**src/rtl/gray_step_ctrl.sv**
```systemverilog
// Step controller for a Gray counter datapath: turns debounced button pulses into
// step strobes (manual, timed auto-run, hold) and tracks a binary shadow position.
module gray_step_ctrl #(
    parameter int N      = 4,
    parameter int RATE   = 8,
    parameter int RATE_W = 8,
    parameter int WRAP   = 0
) (
    input  logic         clk,
    input  logic         rst,
    input  logic         up_p,
    input  logic         dn_p,
    input  logic         mode_p,
    output logic         cnt_en,
    output logic         cnt_dir,
    output logic [N-1:0] pos,
    output logic [1:0]   mode
);

    typedef enum logic [1:0] {
        MANUAL  = 2'b00,
        AUTO_UP = 2'b01,
        AUTO_DN = 2'b10,
        HOLD    = 2'b11
    } state_t;

    localparam logic [N-1:0]      POS_MAX    = {N{1'b1}};
    localparam logic [N-1:0]      POS_MIN    = {N{1'b0}};
    localparam logic [N-1:0]      POS_ONE    = N'(1);
    localparam logic [RATE_W-1:0] PRESC_ZERO = {RATE_W{1'b0}};
    localparam logic [RATE_W-1:0] PRESC_ONE  = RATE_W'(1);
    localparam logic [RATE_W-1:0] PRESC_LAST = RATE_W'(RATE - 1);
    localparam logic              WRAP_EN    = (WRAP != 0);

    state_t            state_r;
    logic [RATE_W-1:0] presc_r;
    logic [N-1:0]      pos_r;
    logic              cnt_en_r;
    logic              cnt_dir_r;

    state_t            state_nxt_s;
    logic [RATE_W-1:0] presc_nxt_s;
    logic              step_s;
    logic              step_up_s;
    logic [N-1:0]      pos_nxt_s;
    logic              btn_up_s;
    logic              btn_dn_s;
    logic              tick_s;
    logic              at_max_s;
    logic              at_min_s;

    function automatic state_t mode_after(input state_t s);
        case (s)
            MANUAL:  mode_after = AUTO_UP;
            AUTO_UP: mode_after = AUTO_DN;
            AUTO_DN: mode_after = HOLD;
            HOLD:    mode_after = MANUAL;
            default: mode_after = MANUAL;
        endcase
    endfunction

    assign btn_up_s = up_p & ~dn_p;
    assign btn_dn_s = dn_p & ~up_p;
    assign tick_s   = (presc_r == PRESC_LAST);
    assign at_max_s = (pos_r == POS_MAX);
    assign at_min_s = (pos_r == POS_MIN);

    // Step decision and next mode/prescaler for the coming edge.
    always_comb begin
        state_nxt_s = state_r;
        presc_nxt_s = presc_r;
        step_s      = 1'b0;
        step_up_s   = cnt_dir_r;
        if (mode_p) begin
            state_nxt_s = mode_after(state_r);
            presc_nxt_s = PRESC_ZERO;
        end else begin
            case (state_r)
                MANUAL: begin
                    if (btn_up_s) begin
                        step_s    = WRAP_EN | ~at_max_s;
                        step_up_s = 1'b1;
                    end else if (btn_dn_s) begin
                        step_s    = WRAP_EN | ~at_min_s;
                        step_up_s = 1'b0;
                    end else begin
                        step_s    = 1'b0;
                    end
                end
                AUTO_UP, AUTO_DN: begin
                    if (btn_up_s | btn_dn_s) begin
                        state_nxt_s = btn_up_s ? AUTO_UP : AUTO_DN;
                        presc_nxt_s = PRESC_ZERO;
                    end else if (tick_s) begin
                        presc_nxt_s = PRESC_ZERO;
                        step_s      = 1'b1;
                        // At an end without wrap the run bounces: flip and step back.
                        if (state_r == AUTO_UP) begin
                            if (!WRAP_EN && at_max_s) begin
                                state_nxt_s = AUTO_DN;
                                step_up_s   = 1'b0;
                            end else begin
                                step_up_s   = 1'b1;
                            end
                        end else begin
                            if (!WRAP_EN && at_min_s) begin
                                state_nxt_s = AUTO_UP;
                                step_up_s   = 1'b1;
                            end else begin
                                step_up_s   = 1'b0;
                            end
                        end
                    end else begin
                        presc_nxt_s = presc_r + PRESC_ONE;
                    end
                end
                HOLD: begin
                    presc_nxt_s = presc_r;
                end
                default: begin
                    state_nxt_s = MANUAL;
                    presc_nxt_s = PRESC_ZERO;
                end
            endcase
        end
    end

    // Shadow position follows the step; N-bit arithmetic gives the wrap for free.
    always_comb begin
        if (step_up_s) begin
            pos_nxt_s = pos_r + POS_ONE;
        end else begin
            pos_nxt_s = pos_r - POS_ONE;
        end
    end

    // Controller state and registered outputs.
    always_ff @(posedge clk or posedge rst) begin
        if (rst) begin
            state_r   <= MANUAL;
            presc_r   <= PRESC_ZERO;
            pos_r     <= POS_MIN;
            cnt_en_r  <= 1'b0;
            cnt_dir_r <= 1'b1;
        end else begin
            state_r  <= state_nxt_s;
            presc_r  <= presc_nxt_s;
            cnt_en_r <= step_s;
            if (step_s) begin
                cnt_dir_r <= step_up_s;
                pos_r     <= pos_nxt_s;
            end else begin
                cnt_dir_r <= cnt_dir_r;
                pos_r     <= pos_r;
            end
        end
    end

    assign cnt_en  = cnt_en_r;
    assign cnt_dir = cnt_dir_r;
    assign pos     = pos_r;
    assign mode    = state_r;

endmodule

```
**config.mk**
```make
export PLATFORM = sky130hd
export DESIGN_NAME = gray_step_ctrl
export DESIGN_NICKNAME = d
export VERILOG_FILES = /design/src/rtl/gray_step_ctrl.sv
export SDC_FILE = /design/constraint.sdc
export NUM_CORES = 1
export LEC_CHECK = 0
export CORE_UTILIZATION = 57
export CTS_BUF_LIST = sky130_fd_sc_hd__clkbuf_2 sky130_fd_sc_hd__clkbuf_4 sky130_fd_sc_hd__clkbuf_8
export CTS_CLUSTER_SIZE = 30
export DETAILED_ROUTE_END_ITERATION = 10
export HOLD_SLACK_MARGIN = 0.02
export MAX_ROUTING_LAYER = met4
export PLACE_DENSITY = 0.82
export RECOVER_POWER = 50
export SLEW_MARGIN = 10
export SYNTH_ARGS = -nofsm -noshare
export SYNTH_HDL_FRONTEND = slang
export SYNTH_SLANG_ARGS = --single-unit
export TNS_END_PERCENT = 5
```
**constraint.sdc**
```tcl
create_clock -name clk -period 3.9 [get_ports clk]
set_clock_uncertainty 0.15 [all_clocks]
set_input_delay 0.585 -clock clk [delete_from_list [all_inputs] [get_ports clk]]
set_output_delay 0.585 -clock clk [all_outputs]
set_load 0.05 [all_outputs]
```
==> summary by stage <==
Global routing
The sum of overflow across all layers after global routing is 0. Global routing used 24.83% of the available tracks. Entering global routing, the biggest net connects 17 pins. The first global-routing pass estimated 3394 µm of wire. The via count of the first global-routing pass is 796. The number of antenna violations at the first check in global routing is 0.

Setup path
Along the worst path, the maximum fanout reaches 8. The critical path endpoint category is a register. The critical path launch point type is an input port.

The critical path goes through clkdlybuf4s50_1 > inv_1 > ha_1 > nand2_1 > o32a_1 > nand2_1 > inv_1 > ha_1 > a21o_1 > a21o_1 > nand3_1 > or3b_1 > xnor2_1. The number of cells on the worst reg-to-reg path is 11. The critical path is of the input port to register type.

Among all stages on the critical path, the largest delay is contributed by sky130_fd_sc_hd__clkdlybuf4s50_1. STA puts the critical path data arrival time at 3.45 ns. The endpoint of the worst-slack reg-to-reg timing path is pos[3].

For flop-to-flop paths, the worst setup slack is 0.53 ns. The required time of the critical path is 3.93 ns. The largest stage delay on the critical path is 0.48 ns. The startpoint of the lowest-slack register-to-register path is presc_r[3].

Die
The core area is 0.001727 mm². The number of standard-cell rows in the floorplan is 15. Measured along the x axis, the die boundary spans 44.99 µm. Once the floorplan was initialized, standard cells occupied 61.01% of the core. The floorplan step defined a die boundary enclosing 0.002024 mm².

Pin placement for this block handled 13 I/O pins. The floorplan die height is 44.99 µm.

Drt
The post-detailed-route wirelength per cell is 13.25 µm. The post-route antenna net violation count is 0. The final layout contains routed wiring with a total length of 2106 µm.

The number of vias per cell after detailed routing is 5.591. In the routed design, unresolved DRC markers number 0. The count of TritonRoute iterations in the first routing pass is 4.

The number of DRC violations after detailed-routing iteration 0 is 15. The number of vias in the routed layout is 889.

Timing
Headroom to the max-slew limit came out at 59.27%. Timing would allow up to 292.2 MHz. Setup repair after global routing left no endpoint under its margin. Setup total negative slack on the finished layout was measured at 0 ns. For the pin with the worst max-slew slack, the measured transition is 0.6103 ns. The final hold violation count is 0. The post-route minimum period is 3.423 ns. After layout, the worst path uses 87.76% of the clock period. The count of final setup violators is 0.

The number of pins with negative max-slew slack in the final report is 0.

Min path
The path class of the tightest hold or removal check is register to register. The path with the worst hold slack has its endpoint at cnt_dir. The startpoint of the lowest-slack hold path is cnt_dir.

The cell depth of the worst hold path is 2.

Layout
The library cell used most frequently in the layout, excluding fill and tap cells, is sky130_fd_sc_hd__dfrtp_1. From synthesis to final layout, the design area changed by 16.98%. In the final layout, the share of cells above drive strength 1 is 5.970%.

The core occupancy in the finished layout is 71.38%. Leaving out filler cells and counting taps, the final layout contains 159. The number of nets in the finished design is 150.

The library cells used most frequently in the layout, excluding fill and tap cells, are sky130_fd_sc_hd__dfrtp_1 (15), sky130_fd_sc_hd__nand2_1 (14), sky130_fd_sc_hd__inv_1 (13), sky130_fd_sc_hd__nor2_1 (12), sky130_fd_sc_hd__clkdlybuf4s50_1 (11). The repair_antennas step left the layout with diodes totalling 0. The filler cell count in the final layout is 147.

Power
The leakage power summed over all cells is 0.0005634 µW. The share of total power dissipated in combinational logic is 58.0%. The internal power of the cells totals 456.1 µW. The net switching fraction of the power is 48.90%. In this run the power density over the cells is 724.3 mW/mm². The relative contribution of sequential cells to total power is 29.7%. The worst-case IR drop observed on VDD is 506.0 µV. The portion of total power attributed to the clock network is 12.3%. The switching component of the power is 436.5 µW.

CTS
The clock root buffer is sky130_fd_sc_hd__clkbuf_4. In this run the number of H-tree levels came out at 1. The number of buffers between clock root and the deepest sink is 2. The total of cells resized after clock tree synthesis is 0. TritonCTS built the clock tree. The clock sink count is 16. The clock transition at the register clock pins on the worst setup and hold paths after CTS is 0.09 ns. The post-CTS setup repair buffer count is 0. The hold-fix buffer count after cts is 0. TritonCTS created 3 clock buffers. The later pin in the worst-skew pair is clocked with a latency of 0.29 ns.

Synthesis
The number of nets in the synthesized netlist is 134. The netlist uses 35 different library cells. The area of the mapped netlist is 0.001054 mm². Counting every instance in the synthesized netlist gives 119. In the post-synthesis netlist, the biggest area contributors are sky130_fd_sc_hd__dfrtp_1 (36%), sky130_fd_sc_hd__ha_1 (11%), sky130_fd_sc_hd__nand2_1 (5.0%). The Yosys step of the flow raised 0 warnings. Dividing the synthesized area by the synthesized cell count gives 8.853 µm². The synthesized design spends more area on one cell type than any other, namely sky130_fd_sc_hd__dfrtp_1. Sequential cells were found to cover 38.12% of the synthesized design area.

Counting flops and latches in the post-synthesis netlist gives 16. The top cell type by area accounts for 35.63% of the synthesized area.

Placement
The detailed placer's ending HPWL is 1566 µm. The placed instance count is 155. The count of port buffers added during placement is 12. The weighted congestion at the end of routability-driven global placement is 0.9273.

Run
The number of maximum-capacitance violations is 0.

Run status
The flow ran to the end, and the final reports show no timing, DRC or antenna violations.
==> synthesized netlist by cell type <==
master	n
sky130_fd_sc_hd__fa_1	1
sky130_fd_sc_hd__nor3b_1	1
sky130_fd_sc_hd__a21o_1	2
sky130_fd_sc_hd__or4_4	1
sky130_fd_sc_hd__o21ai_2	1
sky130_fd_sc_hd__or3b_1	1
sky130_fd_sc_hd__o221ai_1	1
sky130_fd_sc_hd__nand4_1	2
sky130_fd_sc_hd__clkbuf_1	2
sky130_fd_sc_hd__ha_1	9
sky130_fd_sc_hd__nor4_1	2
sky130_fd_sc_hd__nand2_1	14
sky130_fd_sc_hd__inv_1	13
sky130_fd_sc_hd__o32a_1	1
sky130_fd_sc_hd__nand2b_1	1
sky130_fd_sc_hd__o2111ai_1	2
sky130_fd_sc_hd__a22o_1	1
sky130_fd_sc_hd__a2bb2oi_1	1
sky130_fd_sc_hd__or2_2	1
sky130_fd_sc_hd__nand3_1	2
sky130_fd_sc_hd__nor2_1	12
sky130_fd_sc_hd__nand3b_1	2
sky130_fd_sc_hd__nor3_1	3
sky130_fd_sc_hd__dfrtp_1	15
sky130_fd_sc_hd__a21oi_1	6
sky130_fd_sc_hd__xor2_1	3
sky130_fd_sc_hd__dfstp_2	1
sky130_fd_sc_hd__o211ai_1	1
sky130_fd_sc_hd__or3_4	1
sky130_fd_sc_hd__o21ai_0	8
sky130_fd_sc_hd__mux2i_1	1
sky130_fd_sc_hd__a22oi_1	1
sky130_fd_sc_hd__and4_1	1
sky130_fd_sc_hd__xnor2_1	4
sky130_fd_sc_hd__o22ai_1	1
==> power by group through the flow <==
stage / sequential, µW / clock (µW) / combinational, µW
CTS: 264 / 114 / 518
global placement: 263 / 0 / 504
global route: 272 / 120 / 562
finish: 266 / 110 / 518
detailed placement: 268 / 0 / 515
floorplan: 374 / 0 / 267
==> per-layer routing <==
metal / wire (µm) / up-vias / track usage (%)
met5: 0 / - / -
met2: 1003 / 20 / 36.81
met1: 1001 / 426 / 32.03
met4: 46 / 0 / 13.94
met3: 55 / 4 / 4.400
li1: - / 439 / -
==> area by class of cell <==
| class | count | area (µm²) | share of cell area (%) |
|---|---|---|---|
| multi-input combinational | 88 | 586.8 | 47.61 |
| sequential | 16 | 401.6 | 32.59 |
| timing repair buffer | 13 | 127.6 | 10.36 |
| inverter | 13 | 48.80 | 3.959 |
| clock buffer | 4 | 36.28 | 2.944 |
| tap | 25 | 31.28 | 2.538 |
==> flip-flops by register name (all words and copies together), names as in the netlist <==
name / count
pos: 4
mode: 2
cnt_en: 1
cnt_dir: 1
presc_r: 8
==> metrics by stage <==
step | hold WS (ns) | power [µW] | instance area [µm²] | setup WS (ns)
6_report | 0.3722 | 892.7 | 1232 | 0.4772
5_1_grt | 0.3964 | 953.3 | 1232 | 0.3436
4_1_cts | 0.3751 | 896.0 | 1241 | 0.4979
3_5_place_dp | 0.3607 | 782.9 | 1205 | 0.1907
3_3_place_gp | 0.3618 | 766.3 | 1205 | 0.2800
2_1_floorplan | 0.3480 | 641.4 | 1054 | 0.7074
==> worst max-delay path: cells and delay by family <==
family | cells | cell delay [ns]
AND/OR/NAND/NOR | 4 | 0.69
adder cells (fa/ha/maj) | 2 | 0.67
XOR/XNOR | 1 | 0.13
AO/OA/AOI/OAI | 3 | 0.77
buffers and inverters | 3 | 0.61
==> cell families (layout without fill, tap and decap cells) <==
family	after synthesis	count (layout)	share of synthesized area (%)
compound gates	26	26	16.03
mux	1	1	0.9502
fa+ha+maj	10	10	12.59
simple gates	44	44	21.14
flops	16	16	38.12
xor+xnor	7	7	5.820
buf+inv	15	30	5.345
==> how the worst max path moves through the flow <==
stage	startpoint	to	slack [ns]
after floorplan	presc_r[3]	pos[3]	0.71
after global placement	up_p	pos[3]	0.28
after detailed placement	up_p	pos[3]	0.19
after CTS	up_p	pos[3]	0.50
after global routing	up_p	pos[3]	0.34
final	up_p	pos[3]	0.48
Note: power is estimated with default switching activity, not from simulation.
